$ cat config.mk
export PLATFORM = sky130hd
export DESIGN_NAME = systolic_result_drain
export DESIGN_NICKNAME = d
export VERILOG_FILES = /design/src/rtl/systolic_result_drain.sv
export SDC_FILE = /design/constraint.sdc
export NUM_CORES = 1
export LEC_CHECK = 0
export BUFFER_PORTS_ARGS = -buffer_cell sky130_fd_sc_hd__buf_2
export CAP_MARGIN = 20
export CORE_MARGIN = 2
export CORE_UTILIZATION = 40
export DETAILED_ROUTE_END_ITERATION = 7
export GPL_TIMING_DRIVEN = 0
export SYNTH_ARGS = -nofsm -noshare
export SYNTH_HDL_FRONTEND = slang
export SYNTH_SLANG_ARGS = --single-unit
$ cat constraint.sdc
create_clock -name i_clock -period 5 [get_ports i_clock]
set_input_delay 0.25 -clock i_clock [delete_from_list [all_inputs] [get_ports i_clock]]
set_output_delay 0.25 -clock i_clock [all_outputs]
set_load 0.05 [all_outputs]
$ cat src/rtl/systolic_result_drain.sv
// Result drain for a SIZE x SIZE systolic array: waits out the array latency after
// a start pulse, snapshots the flat C bus, then streams it element by element.
module systolic_result_drain #(
  parameter int SIZE          = 4,
  parameter int O_BITS        = 16,
  parameter int CAPTURE_DELAY = 3*SIZE-2
) (
  input  logic                          i_clock,
  input  logic                          i_reset,
  input  logic                          i_start,
  input  logic [SIZE*SIZE*O_BITS-1:0]   i_c_full,
  input  logic                          i_ready,
  output logic                          o_valid,
  output logic [O_BITS-1:0]             o_data,
  output logic [$clog2(SIZE)-1:0]       o_row,
  output logic [$clog2(SIZE)-1:0]       o_col,
  output logic                          o_last,
  output logic                          o_busy,
  output logic                          o_done,
  output logic [1:0]                    o_state
);

  localparam int N     = SIZE*SIZE;
  localparam int IDX_W = $clog2(N);
  localparam int RC_W  = $clog2(SIZE);
  localparam int CNT_W = $clog2(CAPTURE_DELAY+1);

  localparam logic [IDX_W-1:0] IDX_LAST = IDX_W'(N-1);
  localparam logic [IDX_W-1:0] IDX_SIZE = IDX_W'(SIZE);
  localparam logic [CNT_W-1:0] CNT_CAP  = CNT_W'(CAPTURE_DELAY-1);

  typedef enum logic [1:0] {
    S_IDLE   = 2'd0,
    S_WAIT   = 2'd1,
    S_STREAM = 2'd2
  } state_e;

  state_e              state_q, state_d;
  logic [CNT_W-1:0]    cnt_q, cnt_d;
  logic [IDX_W-1:0]    idx_q, idx_d;
  logic [O_BITS-1:0]   buf_q [N];
  logic                capture;
  logic                done_q, done_d;

  // Handshake: a beat transfers on a rising edge where o_valid && i_ready. o_valid
  // is a pure function of state, so it never looks at i_ready, and all beat fields
  // hold steady while i_ready is low.
  always_comb begin
    state_d = state_q;
    cnt_d   = cnt_q;
    idx_d   = idx_q;
    capture = 1'b0;
    done_d  = 1'b0;
    case (state_q)
      S_IDLE: begin
        if (i_start) begin
          state_d = S_WAIT;
          cnt_d   = '0;
        end
      end
      S_WAIT: begin
        cnt_d = cnt_q + 1'b1;
        if (cnt_q == CNT_CAP) begin
          capture = 1'b1;
          idx_d   = '0;
          state_d = S_STREAM;
        end
      end
      S_STREAM: begin
        if (i_ready) begin
          if (idx_q == IDX_LAST) begin
            state_d = S_IDLE;
            idx_d   = '0;
            done_d  = 1'b1;
          end else begin
            idx_d = idx_q + 1'b1;
          end
        end
      end
      default: state_d = S_IDLE;
    endcase
  end

  always_ff @(posedge i_clock or negedge i_reset) begin
    if (!i_reset) begin
      state_q <= S_IDLE;
      cnt_q   <= '0;
      idx_q   <= '0;
      done_q  <= 1'b0;
      for (int k = 0; k < N; k++) buf_q[k] <= '0;
    end else begin
      state_q <= state_d;
      cnt_q   <= cnt_d;
      idx_q   <= idx_d;
      done_q  <= done_d;
      // Snapshot frees the array for the next product while we drain.
      if (capture) begin
        for (int k = 0; k < N; k++) buf_q[k] <= i_c_full[k*O_BITS +: O_BITS];
      end
    end
  end

  assign o_valid = (state_q == S_STREAM);
  assign o_data  = o_valid ? buf_q[idx_q] : '0;
  assign o_row   = o_valid ? RC_W'(idx_q / IDX_SIZE) : '0;
  assign o_col   = o_valid ? RC_W'(idx_q % IDX_SIZE) : '0;
  assign o_last  = o_valid && (idx_q == IDX_LAST);
  assign o_busy  = (state_q != S_IDLE);
  assign o_done  = done_q;
  assign o_state = state_q;

endmodule
=== Word-level counts from Yosys, hierarchy flattened ===
Cells that the tools add are included.

* Bits in registers: 267
* Bits of input ports: 260
* Output and inout bits: 26
* Logic and storage cells: 62

* Add/subtract/negate cells: 2
* Order comparisons: 1
* Equality and inequality tests: 8
* Multiplexer cells: 22
* Bitwise gates (word level): 1
* Reduce and logical (&&, ||, !) cells: 8

{| class="wikitable"
|+ Operators by type and width
! cell !! count
|-
| $bmux W16 S4 || 1
|-
| $mux W16 || 3
|-
| $mux W4 || 4
|-
| $pmux W4 S2 || 2
|-
| $mux W2 || 6
|-
| $add A4 B1 Y4 const B || 2
|-
| $eq A4 B4 Y1 const B || 2
|-
| $ne A2 B2 Y1 const B || 3
|-
| $pmux W2 S3 || 1
|-
| $reduce_bool A2 Y1 || 3
|-
| $ge A5 B5 Y1 const B || 1
|-
| $mux W1 || 5
|-
| $not A4 Y5 || 1
|-
| $reduce_and A4 Y1 || 1
|-
| $reduce_and A3 Y1 || 1
|-
| $eq A2 B1 Y1 const B || 1
|-
| $eq A2 B2 Y1 const B || 1
|-
| $logic_not A2 Y1 || 1
|-
| $ne A2 B1 Y1 const B || 1
|-
| $reduce_and A2 Y1 || 1
|-
| $logic_and A1 B1 Y1 || 1
|}

=== Logic depth before layout (Yosys ltp) ===
* Word-level depth: 5
* Mapped depth: 7
* Gate-level depth less buffers: 6

=== Worst setup path after synthesis ===
No wires, ideal clock.

* Kind: register to output
* Start: reg state_q[0] (netlist: o_state[0])
* End: out o_data[12]
* Arrival: 2.413 ns
* Data required time: 4.750 ns
* Path slack: 2.337 ns
* Stages on the path, launching flop included: 7
* Path buffers: 3
* Cells stage by stage: dfrtp_1 -> buf_2 -> and3b_1 -> clkbuf_1 -> buf_2 -> a32oi_1 -> o211ai_1

* Cells in the longest elaborated chain, start to end: 2

{| class="wikitable"
|+ RTL lines
! item !! line !! RTL
|-
| start: declaration || 38 || <nowiki>state_e state_q, state_d;</nowiki>
|-
| start signal: assignment || 92 || <nowiki>state_q <= state_d;</nowiki>
|-
| $eq A2 B2 Y1 || 103 || <nowiki>assign o_valid = (state_q == S_STREAM);</nowiki>
|-
| $mux W16 || 104 || <nowiki>assign o_data = o_valid ? buf_q[idx_q] : '0;</nowiki>
|-
| end: declaration || 14 || <nowiki>output logic [O_BITS-1:0] o_data,</nowiki>
|}

Every way passes these cells.

=== Worst setup path in the final report ===
* Start: reg idx_q[1]
* End: out o_data[8]

* Cells in the longest elaborated chain, start to end: 5

{| class="wikitable"
|+ RTL lines
! item !! line !! RTL
|-
| start: declaration || 40 || <nowiki>logic [IDX_W-1:0] idx_q, idx_d;</nowiki>
|-
| start signal: assignment || 94 || <nowiki>idx_q <= idx_d;</nowiki>
|-
| $not A4 Y5 (not written as such) || 104 ||
|-
| $bmux W16 S4 || 104 ||
|-
| $mux W16 (not written as such) (2 in a row) || 104 ||
|-
| $mux W16 || 104 ||
|}

Every way passes these cells. The select of a mux whose other input is x is not followed.

==> summary.txt <==
Run status
  – Status: finished, final reports clean

Die
  – Number of cell rows: between 60 and 70
  – Die H: approximately 180 um
  – Initial Util: 40.5%
  – Die Footprint: between 30000 and 40000 um2
  – Width of the die: about 180 um
  – CORE AREA: ~30000 um2
  – IO Pins: between 200 and 300

Route
  – Routed Antenna Nets: 0
  – DRT iter0 DRCs: ~500
  – DRT Pass-1 Iters: 5
  – Vias per std cell: between 5 and 6
  – Routed vias: about 9400
  – Post-DR wirelength/cell: around 22 um
  – DRT Wirelength: slightly above 40000 um
  – DRC viols: 0

Power
  – Pwr Total: about 0.0092 W
  – P_leak: between 8 and 9 nW
  – Worst VDD drop: 390 uV
  – Power per cell area: between 500 and 600 nW/um2

Clock tree
  – Clock Latency Late Sink: 0.56 ns
  – Num CTS Buffers: 30
  – Clock Sink Count: ~270
  – CTS Buffer Depth: 3
  – Root buffer cell: clkbuf_16
  – Worst-path clk slew: about 0.060 ns
  – CTS tree: built
  – CTS resizes: 0
  – Maximum level of the CTS H-tree: 1

Critical path
  – Buf/Inv on CP: 3
  – Setup crit end kind: primary output
  – Startpoint types: flip-flop
  – CP delay by family, top: buffers and inverters
  – Critical path arrival: slightly above 3 ns
  – Crit Path Category: reg2out
  – CP max stage delay: a little under 0.8 ns
  – Worst EP required: approximately 4.8 ns
  – Worst path slowest cell: clkbuf_1
  – Critical path fanouts, max: 10
  – Critical Path Most Common Cell: buf_2
  – Crit-path cells: buf_2 -> clkbuf_1 -> mux4_2 -> a32oi_1 -> o211ai_1 -> buf_2

STA
  – RSZ-0062 raised after global routing: false
  – Tmin final: 3.30 ns
  – Achievable clock frequency: 303 MHz
  – Final worst slack: between 1.5 and 2 ns
  – Setup violators final: 0
  – Final clock skew: between 0.007 and 0.008 ns
  – Pins Over Slew Limit: 0
  – Period utilization: 66.0%
  – Rel. slew slack: around 35%
  – Slew @ Worst Pin: between 0.9 and 1 ns
  – Fin. Hold Viols: 0

Placed design
  – I/O Buffers: ~290
  – Final HPWL DP: between 20000 and 30000 um
  – Cells after DPL: roughly 1500
  – Placed cell area: approximately 14000 um2
  – Routability congestion estimate: around 0.84
  – Pre-CTS setup slack: about 2.3 ns

Cells and area
  – Util after Layout: around 60%
  – Non-Filler Instances: between 1500 and 2000
  – Post-route cell area: between 15000 and 20000 um2
  – Fillcell total: ~2400
  – Area grow syn2layout: 46.0%
  – Final nets: approximately 1700
  – Area occupied by multi-input gates: approximately 5200 um2
  – Share of layout cells above drive strength 1: around 33%
  – Register area: about 6700 um2

Global routing
  – Vias in the first global route: roughly 10000
  – GRT overflow: 0
  – Total track usage: between 20 and 30%
  – Antenna violations before repair: 1
  – First-pass GRT wire length: 62000 um
  – Largest net degree at the start of global routing: 117

Synth
  – Synth Cell Area: approximately 12000 um2
  – Warnings from Yosys: 0
  – Syn Area/Cell: 15.1 um2
  – Synthesized net count: 1081
  – Yosys cell types: 38
  – Seq/Total Area, Yosys: a little over half
  – Yosys reg bits: around 270
  – Mapped Cells: 818

Worst hold path
  – Worst Hold Class: in2reg

Job
  – Max-cap violations: 0
layer usage:
| metal | vias to the layer above | global-route usage [%] | wire (um) | share of wire, % |
|---|---|---|---|---|
| li1 | 4203 | - | - | - |
| met1 | 4770 | 33.7 | 17500 | 43 |
| met2 | 334 | 41.9 | 19700 | 48 |
| met3 | 70 | 5.06 | 2460 | 6.0 |
| met4 | 0 | 6.89 | 1150 | 2.8 |
| met5 | - | 0 | 0 | 0 |
cells by family (layout without fill, tap and decap cells):
kind of cell,Yosys count,in the layout,synth area share (%)
AND/OR/NAND/NOR,99,99,3.97
adder cells (fa/ha/maj),3,3,0.305
flip-flops,267,267,54.3
AO/OA/AOI/OAI,48,48,2.94
other,0,1,0
multiplexers,339,339,34.8
buffers and inverters,62,662,3.67
Yosys cell counts:
cell | n | area [um2]
nor3_1 | 1 | 5.00
nand2b_2 | 1 | 8.76
a22oi_1 | 2 | 15.0
or2_2 | 2 | 12.5
ha_1 | 3 | 37.5
nand2_1 | 48 | 180
buf_1 | 1 | 3.75
buf_2 | 12 | 60.1
mux2_2 | 28 | 315
a31oi_1 | 1 | 6.26
buf_6 | 22 | 248
nand4_1 | 16 | 100
dfrtp_1 | 267 | 6680
a21oi_1 | 1 | 5.00
nor2_1 | 5 | 18.8
mux2i_1 | 36 | 360
and3b_1 | 1 | 8.76
o21ai_0 | 8 | 40.0
nor2b_1 | 2 | 12.5
o21bai_1 | 1 | 7.51
nand3b_1 | 1 | 7.51
a21o_1 | 1 | 7.51
and2_1 | 5 | 31.3
nand2b_1 | 4 | 25.0
clkbuf_1 | 13 | 48.8
o211ai_1 | 15 | 113
inv_1 | 3 | 11.3
nand3_1 | 10 | 50.1
o32a_1 | 1 | 10.0
nor3_4 | 1 | 16.3
clkbuf_2 | 1 | 5.00
mux4_2 | 46 | 1040
mux2_1 | 229 | 2580
buf_4 | 10 | 75.1
a22o_1 | 3 | 26.3
nor2_2 | 1 | 6.26
and3_1 | 1 | 6.26
a32oi_1 | 15 | 131
cell usage in the layout (no fill, tap or decap), types with 5 or more instances in the layout:
master           n
a32oi_1         15
and2_1           5
buf_2          296
buf_4           10
buf_6           22
clkbuf_1        17
clkbuf_16       31
clkbuf_8        11
clkinv_2         5
dfrtp_1        267
dlygate4sd3_1  258
mux2_1         229
mux2_2          28
mux2i_1         36
mux4_2          46
nand2_1         48
nand3_1         10
nand4_1         16
nor2_1           5
o211ai_1        15
o21ai_0          8
sequential cells by signal (all words and copies together), names as in the netlist:
signal	count
buf_q	256
cnt_q	4
idx_q	4
o_done	1
o_state	2
tightest hold or removal path, delay by kind of cell:
kind                   cells  cell delay (ns)
buffers and inverters      1             0.08
AO/OA/AOI/OAI              2             0.27
power by group:
part / switching, W / internal (W)
logic: 0.00155 / 0.00154
registers: 0.000514 / 0.00323
clock network: 0.000906 / 0.00149
total: 0.00297 / 0.00626
final cells by class:
class | instances | share of cell area, %
timing repair buffer | 545 | 22.7
inverter | 3 | 0.0627
multi-input combinational | 489 | 28.8
tap | 396 | 2.76
sequential | 267 | 37.2
clock inverter | 9 | 0.808
buffer | 59 | 2.45
clock buffer | 46 | 5.24
antenna | 1 | 0.0139
stage by stage:
stage | TNS [ns] | hold slack (ns)
global placement | -386.29 | 0.461
global route | 0 | 0.110
CTS | 0 | 0.0585
detailed placement | 0 | 0.235
floorplan | 0 | -0.0456
finish | 0 | 0.0789
path summary, 6_finish.rpt:
check	to	depth (start not counted)	startpoint	slack, ns
setup reg to reg	buf_q[251]	5	o_state[1]	2.89
max in group asynchronous	buf_q[114]	3	i_reset	3.79
hold reg to reg	buf_q[95]	1	buf_q[95]	0.48
min in group asynchronous	cnt_q[1]	2	i_reset	0.23
hold / removal	o_state[0]	3	i_start	0.08
setup / recovery	o_data[8]	6	idx_q[1]	1.70
what timing repair did:
item                      CTS  global route
buffers inserted            0             0
hold buffers              258             0
hold endpoints to repair  317             0
Power figures use the tool's default switching activity.
